`config.mk`:
```
export PLATFORM = sky130hd
export DESIGN_NAME = ov7670_capture
export DESIGN_NICKNAME = d
export VERILOG_FILES = /design/src/rtl/ov7670_pkg.sv /design/src/rtl/ov7670_in_sync.sv /design/src/rtl/ov7670_capture.sv
export SDC_FILE = /design/constraint.sdc
export NUM_CORES = 1
export LEC_CHECK = 0
export ABC_AREA = 0
export BUFFER_PORTS_ARGS = -buffer_cell sky130_fd_sc_hd__buf_2
export CORE_MARGIN = 4
export CORE_UTILIZATION = 25
export CTS_CLUSTER_DIAMETER = 200
export DETAILED_ROUTE_END_ITERATION = 16
export HOLD_SLACK_MARGIN = 0.06
export PLACE_DENSITY_LB_ADDON = 0.1
export SLEW_MARGIN = 20
export SYNTH_ARGS = -nofsm -noshare
export SYNTH_HDL_FRONTEND = slang
export SYNTH_SLANG_ARGS = --single-unit
export TNS_END_PERCENT = 10
```
`constraint.sdc`:
```
create_clock -name clk -period 2.6 [get_ports clk]
set_input_delay 0.13 -clock clk [delete_from_list [all_inputs] [get_ports clk]]
set_output_delay 0.13 -clock clk [all_outputs]
set_load 0.005 [all_outputs]
```
`src/rtl/ov7670_pkg.sv`:
```
// OV7670 capture shared definitions: FSM states,
// error bit indices and the QQVGA frame geometry.
package ov7670_pkg;

  localparam int QQVGA_H = 160;
  localparam int QQVGA_V = 120;

  localparam int ERR_ODD   = 0;
  localparam int ERR_LONG  = 1;
  localparam int ERR_FRAME = 2;

  typedef enum logic [1:0] {
    S_IDLE,
    S_ARMED,
    S_ACTIVE
  } cap_state_e;

endpackage

```
`src/rtl/ov7670_in_sync.sv`:
```
// Oversampling synchronizer and edge detector for the DVP inputs.
// Ports: cam_* in; pclk_rise/href_fall/vs_rise/vs_fall, href_s2, d_s2 out.
module ov7670_in_sync (
  input  logic       clk,
  input  logic       rst_n,
  input  logic       cam_pclk,
  input  logic       cam_vsync,
  input  logic       cam_href,
  input  logic [7:0] cam_d,
  output logic       pclk_rise,
  output logic       href_fall,
  output logic       vs_rise,
  output logic       vs_fall,
  output logic       href_s2,
  output logic [7:0] d_s2
);

  // [0]=s1, [1]=s2, [2]=s3
  logic [2:0] pclk_sr;
  logic [2:0] vs_sr;
  logic [2:0] href_sr;
  logic [7:0] d_s1;
  logic [7:0] d_s2_q;

  always_ff @(posedge clk) begin
    if (!rst_n) begin
      pclk_sr <= '0;
      vs_sr   <= '0;
      href_sr <= '0;
      d_s1    <= '0;
      d_s2_q  <= '0;
    end else begin
      pclk_sr <= {pclk_sr[1:0], cam_pclk};
      vs_sr   <= {vs_sr[1:0], cam_vsync};
      href_sr <= {href_sr[1:0], cam_href};
      d_s1    <= cam_d;
      d_s2_q  <= d_s1;
    end
  end

  assign pclk_rise = pclk_sr[1] & ~pclk_sr[2];
  assign href_fall = ~href_sr[1] & href_sr[2];
  assign vs_rise   = vs_sr[1] & ~vs_sr[2];
  assign vs_fall   = ~vs_sr[1] & vs_sr[2];
  assign href_s2   = href_sr[1];
  assign d_s2      = d_s2_q;

endmodule

```
`src/rtl/ov7670_capture.sv`:
```
// OV7670 DVP capture: frame lock, RGB565 packing, linear write port.
// Ports: cfg_done/capture_en/cam_*/err_clr in; pix_*/frame_*/busy/err_flags out.
import ov7670_pkg::*;

module ov7670_capture #(
  parameter int H_ACTIVE = QQVGA_H,
  parameter int V_ACTIVE = QQVGA_V,
  parameter int ADDR_W   = 15
) (
  input  logic              clk,
  input  logic              rst_n,
  input  logic              cfg_done,
  input  logic              capture_en,
  input  logic              cam_pclk,
  input  logic              cam_vsync,
  input  logic              cam_href,
  input  logic [7:0]        cam_d,
  input  logic              err_clr,
  output logic [15:0]       pix_data,
  output logic [ADDR_W-1:0] pix_addr,
  output logic              pix_we,
  output logic              frame_start,
  output logic              frame_done,
  output logic              busy,
  output logic [2:0]        err_flags
);

  localparam int XW = $clog2(H_ACTIVE + 1);
  localparam int YW = $clog2(V_ACTIVE + 1);
  localparam logic [XW-1:0] H_LIM = XW'(H_ACTIVE);
  localparam logic [YW-1:0] V_LIM = YW'(V_ACTIVE);

  logic       pclk_rise;
  logic       href_fall;
  logic       vs_rise;
  logic       vs_fall;
  logic       href_s2;
  logic [7:0] d_s2;

  ov7670_in_sync u_sync (
    .clk       (clk),
    .rst_n     (rst_n),
    .cam_pclk  (cam_pclk),
    .cam_vsync (cam_vsync),
    .cam_href  (cam_href),
    .cam_d     (cam_d),
    .pclk_rise (pclk_rise),
    .href_fall (href_fall),
    .vs_rise   (vs_rise),
    .vs_fall   (vs_fall),
    .href_s2   (href_s2),
    .d_s2      (d_s2)
  );

  // Registered event stage between the edge detector and the FSM
  logic       ev_byte;
  logic       ev_hfall;
  logic       ev_vrise;
  logic       ev_vfall;
  logic [7:0] ev_d;

  cap_state_e        state;
  cap_state_e        state_d;
  logic [XW-1:0]     x;
  logic [YW-1:0]     y;
  logic              phase;
  logic [7:0]        hi;
  logic [ADDR_W-1:0] addr;

  logic       wr;
  logic       done;
  logic       start_frm;
  logic       line_end;
  logic       take_hi;
  logic       take_lo;
  logic [2:0] err_set;

  always_comb begin
    state_d   = state;
    wr        = 1'b0;
    done      = 1'b0;
    start_frm = 1'b0;
    line_end  = 1'b0;
    take_hi   = 1'b0;
    take_lo   = 1'b0;
    err_set   = '0;
    unique case (state)
      S_IDLE: begin
        if (cfg_done && capture_en) state_d = S_ARMED;
      end
      S_ARMED: begin
        if (!capture_en) begin
          state_d = S_IDLE;
        end else if (ev_vfall) begin
          state_d   = S_ACTIVE;
          start_frm = 1'b1;
        end
      end
      S_ACTIVE: begin
        if (ev_vrise) begin
          done = 1'b1;
          if (y != V_LIM) err_set[ERR_FRAME] = 1'b1;
          state_d = capture_en ? S_ARMED : S_IDLE;
        end else if (ev_hfall) begin
          line_end = 1'b1;
          if (phase) err_set[ERR_ODD] = 1'b1;
        end else if (ev_byte) begin
          if (!phase) begin
            take_hi = 1'b1;
          end else begin
            take_lo = 1'b1;
            if (x < H_LIM && y < V_LIM) begin
              wr = 1'b1;
            end else begin
              if (x >= H_LIM) err_set[ERR_LONG] = 1'b1;
              if (y >= V_LIM) err_set[ERR_FRAME] = 1'b1;
            end
          end
        end
      end
      default: state_d = S_IDLE;
    endcase
    // Losing configuration aborts silently from any busy state
    if (!cfg_done && state != S_IDLE) begin
      state_d   = S_IDLE;
      wr        = 1'b0;
      done      = 1'b0;
      start_frm = 1'b0;
      line_end  = 1'b0;
      take_hi   = 1'b0;
      take_lo   = 1'b0;
      err_set   = '0;
    end
  end

  always_ff @(posedge clk) begin
    if (!rst_n) begin
      ev_byte     <= 1'b0;
      ev_hfall    <= 1'b0;
      ev_vrise    <= 1'b0;
      ev_vfall    <= 1'b0;
      ev_d        <= '0;
      state       <= S_IDLE;
      x           <= '0;
      y           <= '0;
      phase       <= 1'b0;
      hi          <= '0;
      addr        <= '0;
      pix_data    <= '0;
      pix_addr    <= '0;
      pix_we      <= 1'b0;
      frame_start <= 1'b0;
      frame_done  <= 1'b0;
      err_flags   <= '0;
    end else begin
      ev_byte     <= pclk_rise & href_s2;
      ev_hfall    <= href_fall;
      ev_vrise    <= vs_rise;
      ev_vfall    <= vs_fall;
      ev_d        <= d_s2;
      state       <= state_d;
      pix_we      <= wr;
      frame_start <= wr && x == '0 && y == '0;
      frame_done  <= done;
      // A new error in the clearing cycle survives
      err_flags   <= (err_flags & ~{3{err_clr}}) | err_set;
      if (start_frm) begin
        x     <= '0;
        y     <= '0;
        phase <= 1'b0;
        addr  <= '0;
      end
      if (take_hi) begin
        hi    <= ev_d;
        phase <= 1'b1;
      end
      if (take_lo) phase <= 1'b0;
      if (wr) begin
        pix_data <= {hi, ev_d};
        pix_addr <= addr;
        addr     <= addr + ADDR_W'(1);
        x        <= x + XW'(1);
      end
      if (line_end) begin
        phase <= 1'b0;
        x     <= '0;
        if (y != V_LIM) y <= y + YW'(1);
      end
    end
  end

  assign busy = (state != S_IDLE);

endmodule

```
# Yosys cells after proc, flatten, opt, wreduce, memory -nomap -nowiden
# Cells that the tools add are included.
[totals]
word_cells = 121
regBits = 115
output_inout_bits = 38
in_bits = 16
[classes]
add_sub_neg = 3
n_bitwise = 14
n_reduce_logical = 17
n_eq_ne = 6
n_mux = 55
magnitude_cmp = 4
[ops]
columns = ["cell", "count"]
rows = [
  ["2-to-1 mux 1 bit", 36],
  ["2-to-1 mux 15 bit", 2],
  ["2-to-1 mux 7 bit", 3],
  ["2-to-1 mux 2 bit", 9],
  ["2-to-1 mux 8 bit", 2],
  ["adder 15 x 1 -> 15 bit, second input constant", 1],
  ["adder 8 x 1 -> 8 bit, second input constant", 1],
  [">= comparator 8 bit, second input constant", 1],
  ["logical NOT 8 bit", 1],
  ["< comparator 8 bit, second input constant", 1],
  ["adder 7 x 1 -> 7 bit, second input constant", 1],
  [">= comparator 7 bit, second input constant", 1],
  ["logical NOT 7 bit", 1],
  ["< comparator 7 bit, second input constant", 1],
  ["!= test 7 bit, second input constant", 1],
  ["2-to-1 mux 3 bit", 2],
  ["NOT 1 bit", 6],
  ["one-hot mux 2 bit (3 select lines)", 1],
  ["nonzero test 2 bit", 3],
  ["OR reduction 3 bit", 2],
  ["AND 1 bit", 5],
  ["logical AND 1 bit", 5],
  ["!= test 2 bit, second input constant", 2],
  ["OR reduction 2 bit", 2],
  ["other kinds (9)", 9],
]

# Longest topological paths before layout
# Gate-level depths: netlist of run 1.
[logic_depth]
word_depth = 11
ltp_mapped = 7
mapped_depth_nobuf = 6

# By module
# From an unflattened synthesis of run 1, not the netlist that was laid out.
[unflattened]
cells_unflattened = 481
hier_area_um2 = 4430.5
[by_module_without_submodules]
columns = ["module", "cells_each", "seq_area_each_um2", "area_per_inst_um2", "n_inst"]
rows = [
  ["ov7670_capture", 425, 1801.7, 3702.3, 1],
  ["ov7670_in_sync", 56, 500.5, 728.2, 1],
]

# Worst setup path before layout of run 1
# Ideal clock, no wire load.
[synth_timing]
path_type = "reg2reg"
startpoint = "register ev_vrise"
endpoint = "register x[5]"
path_stages_with_launch = 7
path_buffers = 1
required_time_ns = 2.529
slack_ns = 0.790
arrival_time_ns = 1.739
path_cell_list = "dfxtp_1 -> and4bb_4 -> nand4b_4 -> or2_1 -> clkbuf_1 -> or4_1 -> a21oi_1"
[synth_between]
elab_chain_len = 4
[synth_rtl]
columns = ["element", "line", "text"]
rows = [
  ["start, declared", "ov7670_capture.sv:58", "logic ev_vrise;"],
  ["start signal, assigned", "ov7670_capture.sv:158", "ev_vrise <= vs_rise;"],
  ["2-to-1 mux 1 bit", "ov7670_capture.sv:100", "if (ev_vrise) begin"],
  ["2-to-1 mux 1 bit", "ov7670_capture.sv:87", "unique case (state)"],
  ["2-to-1 mux 1 bit", "ov7670_capture.sv:124", "if (!cfg_done && state != S_IDLE) begin"],
  ["2-to-1 mux 8 bit (tied with other cells)", "ov7670_capture.sv:178", "if (wr) begin"],
  ["end signal, assigned", "ov7670_capture.sv:182", "x <= x + XW'(1);"],
  ["end, declared", "ov7670_capture.sv:64", "logic [XW-1:0] x;"],
]
# Several ways; a longest one is shown, not always the timed one.
# A chain may end at the register's enable or synchronous reset.

# Final worst setup path of run 1
[layout_timing]
startpoint = "register state[1]"
endpoint = "register addr[10]"
[layout_between]
elab_chain_len = 4
[layout_rtl]
columns = ["element", "line", "text"]
rows = [
  ["start, declared", "ov7670_capture.sv:62", "cap_state_e state;"],
  ["start signal, assigned", "ov7670_capture.sv:161", "state <= state_d;"],
  ["== test 2 bit (tied with other cells)", "ov7670_capture.sv:87", ""],
  ["2-to-1 mux 1 bit / logical AND 1 bit (equally long branches)", "ov7670_capture.sv:87, ov7670_capture.sv:124", ""],
  ["2-to-1 mux 1 bit", "ov7670_capture.sv:124", ""],
  ["2-to-1 mux 15 bit / nonzero test 2 bit (equally long branches)", "n/a", ""],
  ["end signal, assigned", "ov7670_capture.sv:181", "addr <= addr + ADDR_W'(1);"],
  ["end, declared", "ov7670_capture.sv:68", "logic [ADDR_W-1:0] addr;"],
]
# Several ways; a longest one is shown, not always the timed one.

==> impl_metrics.env, run 1 <==
export IMPL_status="completed"
export IMPL_grt_pass1_vias=3277
export IMPL_coreArea_sq_um=16520
export IMPL_r2r_start="state[1]"
export IMPL_post_route_drc_count=0
export IMPL_cts_resized=0
export IMPL_syn_nets=482
export IMPL_nets=552
export IMPL_clk_latency_ns=0.41
export IMPL_globalplace_congestion=0.7442
export IMPL_timing_rr_end="addr[10]"
export IMPL_synth_area_sq_um=4197
export IMPL_critPathMaxFanout=15
export IMPL_p_total_w=0.004380
export IMPL_grt_setup_unrepaired="false"
export IMPL_pwr_share_seq_pct=40.9
export IMPL_clock_path_buffers=2
export IMPL_cts_root_buf="clkbuf_16"
export IMPL_ys_seq_area_share_pct=54.86
export IMPL_ys_ff_latch=115
export IMPL_drtAntennaViolNets=0
export IMPL_area_growth_pct=30.98
export IMPL_crit_path_end_kind="flip-flop"
export IMPL_antenna_found_initial=0
export IMPL_timing_final_ws_setup_ns=0.5106
export IMPL_synth_area_mux_share_pct=2.862
export IMPL_whs_path_depth=3
export IMPL_gr_total_overflow=0
export IMPL_netlist_instances=461
export IMPL_drt_pre_antenna_iters=4
export IMPL_clkSlewWorstSetupHoldPaths_ns=0.05
export IMPL_finalCriticalPeriod_ns=2.089
export IMPL_cts_sinks=115
export IMPL_chipHeight_um=137.6
export IMPL_maxCapViolCount=0
export IMPL_ys_warn_count=0
export IMPL_power_switching_w=0.0008733
export IMPL_cts_tree="built"
export IMPL_drive_gt1_share_pct=18.20
export IMPL_yosys_area_share_xor_xnor_pct=1.461
export IMPL_crit_required_ns=2.90
export IMPL_cp_start_kind="flip-flop"
export IMPL_synth_edf_count=0
export IMPL_grt_max_degree=43
export IMPL_hp_class="input pin to flip-flop"
export IMPL_internal_power_w=0.003507
export IMPL_numPortBuffers=53
export IMPL_worst_slew_pin_slew_ns=0.6427
export IMPL_switching_share_pct=19.94
export IMPL_clkPwrFrac_pct=57.2
export IMPL_synth_top_family_by_area="simple AND/OR/NAND/NOR gates"
export IMPL_n_fill_cell=1738
export IMPL_via_per_inst=4.314
export IMPL_synth_fa_ha_area_share_pct=1.491
export IMPL_r2r_slack_ns=0.51
export IMPL_dieWidth_um=137.6
export IMPL_min_from="cfg_done"
export IMPL_ys_types=48
export IMPL_setup_tns_ns=0
export IMPL_h_tree_depth=4
export IMPL_synth_async_sr_flop_share_pct=0
export IMPL_leakage_nw=2.204
export IMPL_cts_made_buffers=17
export IMPL_synth_simple_area_share_pct=26.51
export IMPL_power_density_nw_per_um2=796.9
export IMPL_hold_viol_final=0
export IMPL_dieArea_sq_um=18920
export IMPL_hpwl_mm=6.598
export IMPL_maxSlewViolCount=0
export IMPL_routedWlPerCell_um=13.02
export IMPL_irDropWorstVdd_v=0.0004258
export IMPL_synth_compound_area_share_pct=10.02
export IMPL_rows=47
export IMPL_max_slew_margin_rel_pct=57.11
export IMPL_ys_flop_type="dfxtp_1"
export IMPL_grt_usage_pct=11.32
export IMPL_floorplan_initialDensity_pct=25.40
export IMPL_num_vias=3296
export IMPL_finalSetupViolCount=0
export IMPL_r2r_cells=5
export IMPL_pwr_share_comb_pct=1.9
export IMPL_seqCellArea_sq_um=2302
export IMPL_whs_ns=0.1024
export IMPL_avgSynthCellArea_sq_um=9.103
export IMPL_clock_fmax_mhz=478.6
export IMPL_pre_cts_ws_ns=0.4696
export IMPL_drtIter0Drc=162
export IMPL_finalCritPeriodShare_pct=80.36
export IMPL_multi_input_area_sq_um=1779
export IMPL_criticalPathCategory="flip-flop to flip-flop"
export IMPL_pin_count=54
export IMPL_drt_wl_total_mm=9.946
export IMPL_whs_endpoint="frame_done"
export IMPL_crit_arrival_ns=2.39
export IMPL_num_antenna_cells=0
export IMPL_finalClockSkew_ns=0.005801
export IMPL_grt_pass1_wl_mm=16.51
synth_stat cells (3+ instances only):
cell / count / area [sq um]
and2_1: 36 / 225.2
o211a_1: 4 / 40.04
nor3_1: 12 / 60.06
mux2i_1: 12 / 120.1
inv_1: 9 / 33.78
nor2_1: 28 / 105.1
a31oi_1: 3 / 18.77
nor4_1: 5 / 31.28
clkbuf_1: 20 / 75.07
a21oi_1: 46 / 230.2
nand4_1: 7 / 43.79
nor2b_1: 4 / 25.02
o22ai_1: 3 / 18.77
nand4b_1: 3 / 26.28
ha_1: 5 / 62.56
dfxtp_1: 115 / 2302
nor3b_1: 3 / 22.52
o21a_1: 3 / 22.52
xnor2_1: 5 / 43.79
o21ai_0: 4 / 20.02
nand2_1: 86 / 322.8
nand3_1: 14 / 70.07
nand2b_1: 3 / 18.77
routing by layer:
| layer | global-route usage (%) | share of wire [%] | up-vias |
|---|---|---|---|
| li1 | - | - | 1706 |
| met1 | 14.05 | 48 | 1531 |
| met2 | 18.09 | 47 | 50 |
| met3 | 3.981 | 3.8 | 9 |
| met4 | 4.157 | 1.2 | 0 |
| met5 | 0 | 0 | - |
placed cells by master, fill, tap and decap left out, types with 5 or more instances in the layout:
cell           instances
and2_1                36
dfxtp_1              115
nor4_1                 5
nand3_1               14
buf_2                 53
nor2_1                27
clkbuf_16             17
xnor2_1                5
ha_1                   5
inv_1                  9
nor3_1                12
a21oi_1               46
mux2i_1               12
dlygate4sd3_1         14
buf_4                  5
nand2_1               86
nand4_1                7
timing repair:
item                                   4_1_cts  5_1_grt
setup endpoints to repair                    0        0
buffers inserted                             0        0
hold buffers                                14        0
endpoints found under the hold margin       15        0
critical path: stages, from the launching register on:
cell       delay (ns)
dfxtp_1          0.40
and4bb_4         0.30
nand4b_4         0.23
nor4_1           0.60
a2111oi_0        0.21
a41o_1           0.23
sequential cells by signal (all words and copies together), names as in the netlist, 2 cells and up:
signal / flops
pix_data: 16
addr: 15
u_sync.d_s2: 8
hi: 8
y: 7
u_sync.d_s1: 8
u_sync.pclk_sr: 3
u_sync.vs_sr: 3
x: 8
u_sync.href_sr: 3
state: 2
pix_addr: 15
err_flags: 3
ev_d: 8
final cells by class:
class | instances | share of cell area (%)
Multi-Input combinational cell | 315 | 32.37
Sequential cell | 115 | 41.88
Clock inverter | 12 | 3.210
Tap cell | 220 | 5.008
Inverter | 9 | 0.6146
Timing Repair Buffer | 73 | 8.422
Clock buffer | 20 | 8.491
power by group through the flow:
stage / Sequential, W / Clock, W / Combinational [W]
6_report: 0.00179 / 0.00251 / 0.0000821
5_1_grt: 0.00179 / 0.00265 / 0.0000933
3_5_place_dp: 0.00183 / 0 / 0.0000695
2_1_floorplan: 0.00183 / 0 / 0.0000392
3_3_place_gp: 0.00183 / 0 / 0.0000690
4_1_cts: 0.00179 / 0.00257 / 0.0000851
kinds of logic after synthesis:
group / count (synthesis)
compound gates: 72
xor+xnor: 7
fa+ha+maj: 5
buf+inv: 31
flops: 115
mux: 12
simple gates: 219
through the flow:
step / instance area, sq um / instances / utilization [%]
3_3_place_gp: 4713 / 718 / 28.52
2_1_floorplan: 4197 / 461 / -
5_1_grt: 5497 / 764 / 33.26
3_5_place_dp: 4713 / 718 / 28.52
6_report: 5497 / 764 / 33.26
4_1_cts: 5497 / 764 / 33.26
worst max-delay path by stage:
stage	from	to	slack, ns	cells past startpoint
after floorplan	ev_vrise	x[5]	0.79	6
after global placement	ev_vrise	addr[10]	0.57	5
after detailed placement	state[1]	addr[10]	0.47	5
after CTS	state[1]	addr[10]	0.47	5
after global routing	state[1]	addr[10]	0.22	5
final	state[1]	addr[10]	0.51	5
Note: power is estimated with default switching activity, not from simulation.
==> inputs of run 2 (changes only) <==
--- a/config.mk
+++ b/config.mk
@@ -5,7 +5,7 @@
 export SDC_FILE = /design/constraint.sdc
 export NUM_CORES = 1
 export LEC_CHECK = 0
-export ABC_AREA = 0
+export ABC_AREA = 1
 export BUFFER_PORTS_ARGS = -buffer_cell sky130_fd_sc_hd__buf_2
 export CORE_MARGIN = 4
 export CORE_UTILIZATION = 25
==> constraint.sdc (replaced) <==
create_clock -name clk -period 1.9 [get_ports clk]
set_input_delay 0.095 -clock clk [delete_from_list [all_inputs] [get_ports clk]]
set_output_delay 0.095 -clock clk [all_outputs]
set_load 0.005 [all_outputs]
==> impl_metrics.env, run 2 <==
export IMPL_min_from="cfg_done"
export IMPL_irDropWorstVdd_v=0.0006473
export IMPL_leakage_nw=2.663
export IMPL_drtIter0Drc=263
export IMPL_netlist_instances=616
export IMPL_ys_flop_type="dfxtp_1"
export IMPL_clock_fmax_mhz=617.9
export IMPL_timing_final_ws_setup_ns=0.2816
export IMPL_cp_start_kind="flip-flop"
export IMPL_finalCriticalPeriod_ns=1.618
export IMPL_synthTopCellsByArea="dfxtp_1 (51%), nand2_1 (10%), nor2_1 (9.1%), inv_1 (6.4%), o21ai_0 (4.9%)"
export IMPL_cts_tree="built"
export IMPL_post_route_drc_count=0
export IMPL_synth_compound_area_share_pct=11.49
export IMPL_yosys_top_cells_count="nand2_1 (122), dfxtp_1 (115), nor2_1 (110)"
export IMPL_clock_path_buffers=2
export IMPL_crit_path_end_kind="flip-flop"
export IMPL_r2r_start="y[0]"
export IMPL_hpwl_mm=7.370
export IMPL_synth_area_sq_um=4518
export IMPL_pin_count=54
export IMPL_chipHeight_um=142.4
export IMPL_num_antenna_cells=0
export IMPL_synth_area_mux_share_pct=0
export IMPL_mostFrequentLayoutCells="nand2_1 (122), dfxtp_1 (115), nor2_1 (110), inv_1 (77), buf_2 (53)"
export IMPL_grt_pass1_vias=3803
export IMPL_avgSynthCellArea_sq_um=7.335
export IMPL_hold_viol_final=0
export IMPL_hp_class="input pin to flip-flop"
export IMPL_drt_wl_total_mm=10.80
export IMPL_synth_top_area_cell="dfxtp_1"
export IMPL_grt_pass1_wl_mm=18.59
export IMPL_ys_types=30
export IMPL_syn_nets=637
export IMPL_cts_sinks=115
export IMPL_dieArea_sq_um=20290
export IMPL_layout_commonest_cell="nand2_1"
export IMPL_cts_root_buf="clkbuf_16"
export IMPL_num_vias=3998
export IMPL_antenna_found_initial=0
export IMPL_largest_reg_flops=16
export IMPL_dieWidth_um=142.4
export IMPL_gr_total_overflow=0
export IMPL_via_per_inst=4.290
export IMPL_synth_simple_area_share_pct=26.53
export IMPL_status="completed"
export IMPL_max_slew_margin_rel_pct=73.15
export IMPL_floorplan_initialDensity_pct=25.85
export IMPL_power_density_nw_per_um2=1059
export IMPL_nets=715
export IMPL_crit_arrival_ns=1.95
export IMPL_h_tree_depth=4
export IMPL_whs_path_depth=5
export IMPL_criticalPathCategory="flip-flop to flip-flop"
export IMPL_finalCritPeriodShare_pct=85.18
export IMPL_maxSlewViolCount=0
export IMPL_clkSlewWorstSetupHoldPaths_ns=0.06
export IMPL_cts_made_buffers=17
export IMPL_worst_slew_pin_slew_ns=0.4013
export IMPL_cts_resized=0
export IMPL_timing_rr_end="y[3]"
export IMPL_yosysMostFrequentCell="nand2_1"
export IMPL_grt_max_degree=54
export IMPL_ys_warn_count=0
export IMPL_whs_endpoint="err_flags[1]"
export IMPL_drt_pre_antenna_iters=5
export IMPL_maxCapViolCount=0
export IMPL_area_growth_pct=31.27
export IMPL_top_regs="pix_data: 16 flops, addr: 15 flops, pix_addr: 15 flops"
export IMPL_drive_gt1_share_pct=15.13
export IMPL_finalSetupViolCount=0
export IMPL_post_route_util_pct=33.93
export IMPL_postCtsSetupBuffers=0
export IMPL_finalClockSkew_ns=0.01152
export IMPL_yosys_area_share_xor_xnor_pct=0.1939
export IMPL_globalplace_congestion=0.7755
export IMPL_synth_edf_count=0
export IMPL_grt_setup_unrepaired="false"
export IMPL_routedWlPerCell_um=11.59
export IMPL_critPathMaxFanout=6
export IMPL_pre_cts_ws_ns=0.2951
export IMPL_r2r_cells=9
export IMPL_synth_top_family_by_area="simple AND/OR/NAND/NOR gates"
export IMPL_rows=48
export IMPL_synth_top_area_share_pct=50.96
export IMPL_coreArea_sq_um=17480
export IMPL_grt_usage_pct=11.41
export IMPL_synth_async_sr_flop_share_pct=0
export IMPL_regMostFlops="pix_data"
export IMPL_ys_seq_area_share_pct=50.96
export IMPL_setup_tns_ns=0
export IMPL_crit_required_ns=2.24
export IMPL_clk_latency_ns=0.42
export IMPL_synth_fa_ha_area_share_pct=1.385
export IMPL_drtAntennaViolNets=0
export IMPL_numPortBuffers=53
export IMPL_r2r_slack_ns=0.28
export IMPL_ys_ff_latch=115
[run 2: cell count changes in the layout (fill, tap and decap cells not counted), sizes merged, moves of 6 or more]
cell,previous run,this run
a21oi,46,39
nor3,12,6
mux2i,12,0
and2,36,1
o21ai,5,56
inv,11,79
nand2,86,123
nor2,29,116
nand3,14,38
[run 2: worst max-delay path, stage by stage (launching register included)]
cell     delay [ns]
dfxtp_1        0.37
inv_1          0.08
ha_1           0.20
nand2_1        0.06
inv_1          0.05
nand2_1        0.09
inv_1          0.08
nor2_1         0.32
nand2_1        0.11
a21oi_1        0.17
[run 2: power by group]
part,switching (W),internal [W],total [W]
Combinational,0.0000814,0.0000691,0.000150
Clock,0.00115,0.00253,0.00368
Sequential,0.0000116,0.00244,0.00246
[run 2: kinds of logic (layout without fill, tap and decap cells)]
kind of cell,after synthesis,after routing
and+or+nand+nor,292,292
DFF,115,115
buffers and inverters,102,193
AOI/OAI and AO/OA,101,101
adders and majority gates,5,5
xor gates and xnor gates,1,1
[run 2: stage by stage]
stage	instances	hold WS (ns)	power, W	area, sq um
6_report	932	0.1439	0.006283	5931
2_1_floorplan	616	0.1926	0.002584	4518
4_1_cts	932	0.1285	0.006378	5931
3_5_place_dp	882	0.2793	0.002634	5067
5_1_grt	932	0.1424	0.006509	5931
3_3_place_gp	882	0.2766	0.002632	5067
[run 2: layout make-up]
cell class	instances	area [sq um]
Clock buffer	19	452.9
Clock inverter	13	230.2
Fill cell	1858	11550
Inverter	79	296.5
Multi-Input combinational cell	399	1789
Sequential cell	115	2302
Tap cell	225	281.5
Timing Repair Buffer	82	578.1
[run 2: worst max-delay path by stage]
stage                  from        to  slack [ns]  cells past startpoint
floorplan           addr[0]  addr[12]        0.54                      8
detailed placement     y[0]      y[6]        0.30                     10
CTS                    y[0]      y[6]        0.29                     10
global route           y[0]      y[3]        0.06                      9
global placement    addr[0]  addr[12]        0.35                      8
finish                 y[0]      y[3]        0.28                      9
[run 2: repair_timing]
item                                   in CTS  in global routing
hold buffers                               18                  0
setup endpoints to repair                   0                  0
endpoints found under the hold margin      22                  0
[run 2: routing by layer]
layer  vias up  global-route usage [%]  share of wire, %
li1       2086                       -                 -
met1      1820                   14.15                47
met2        78                   18.51                47
met3        14                   3.797               4.4
met4         0                   4.202               1.5
met5         -                       0                 0
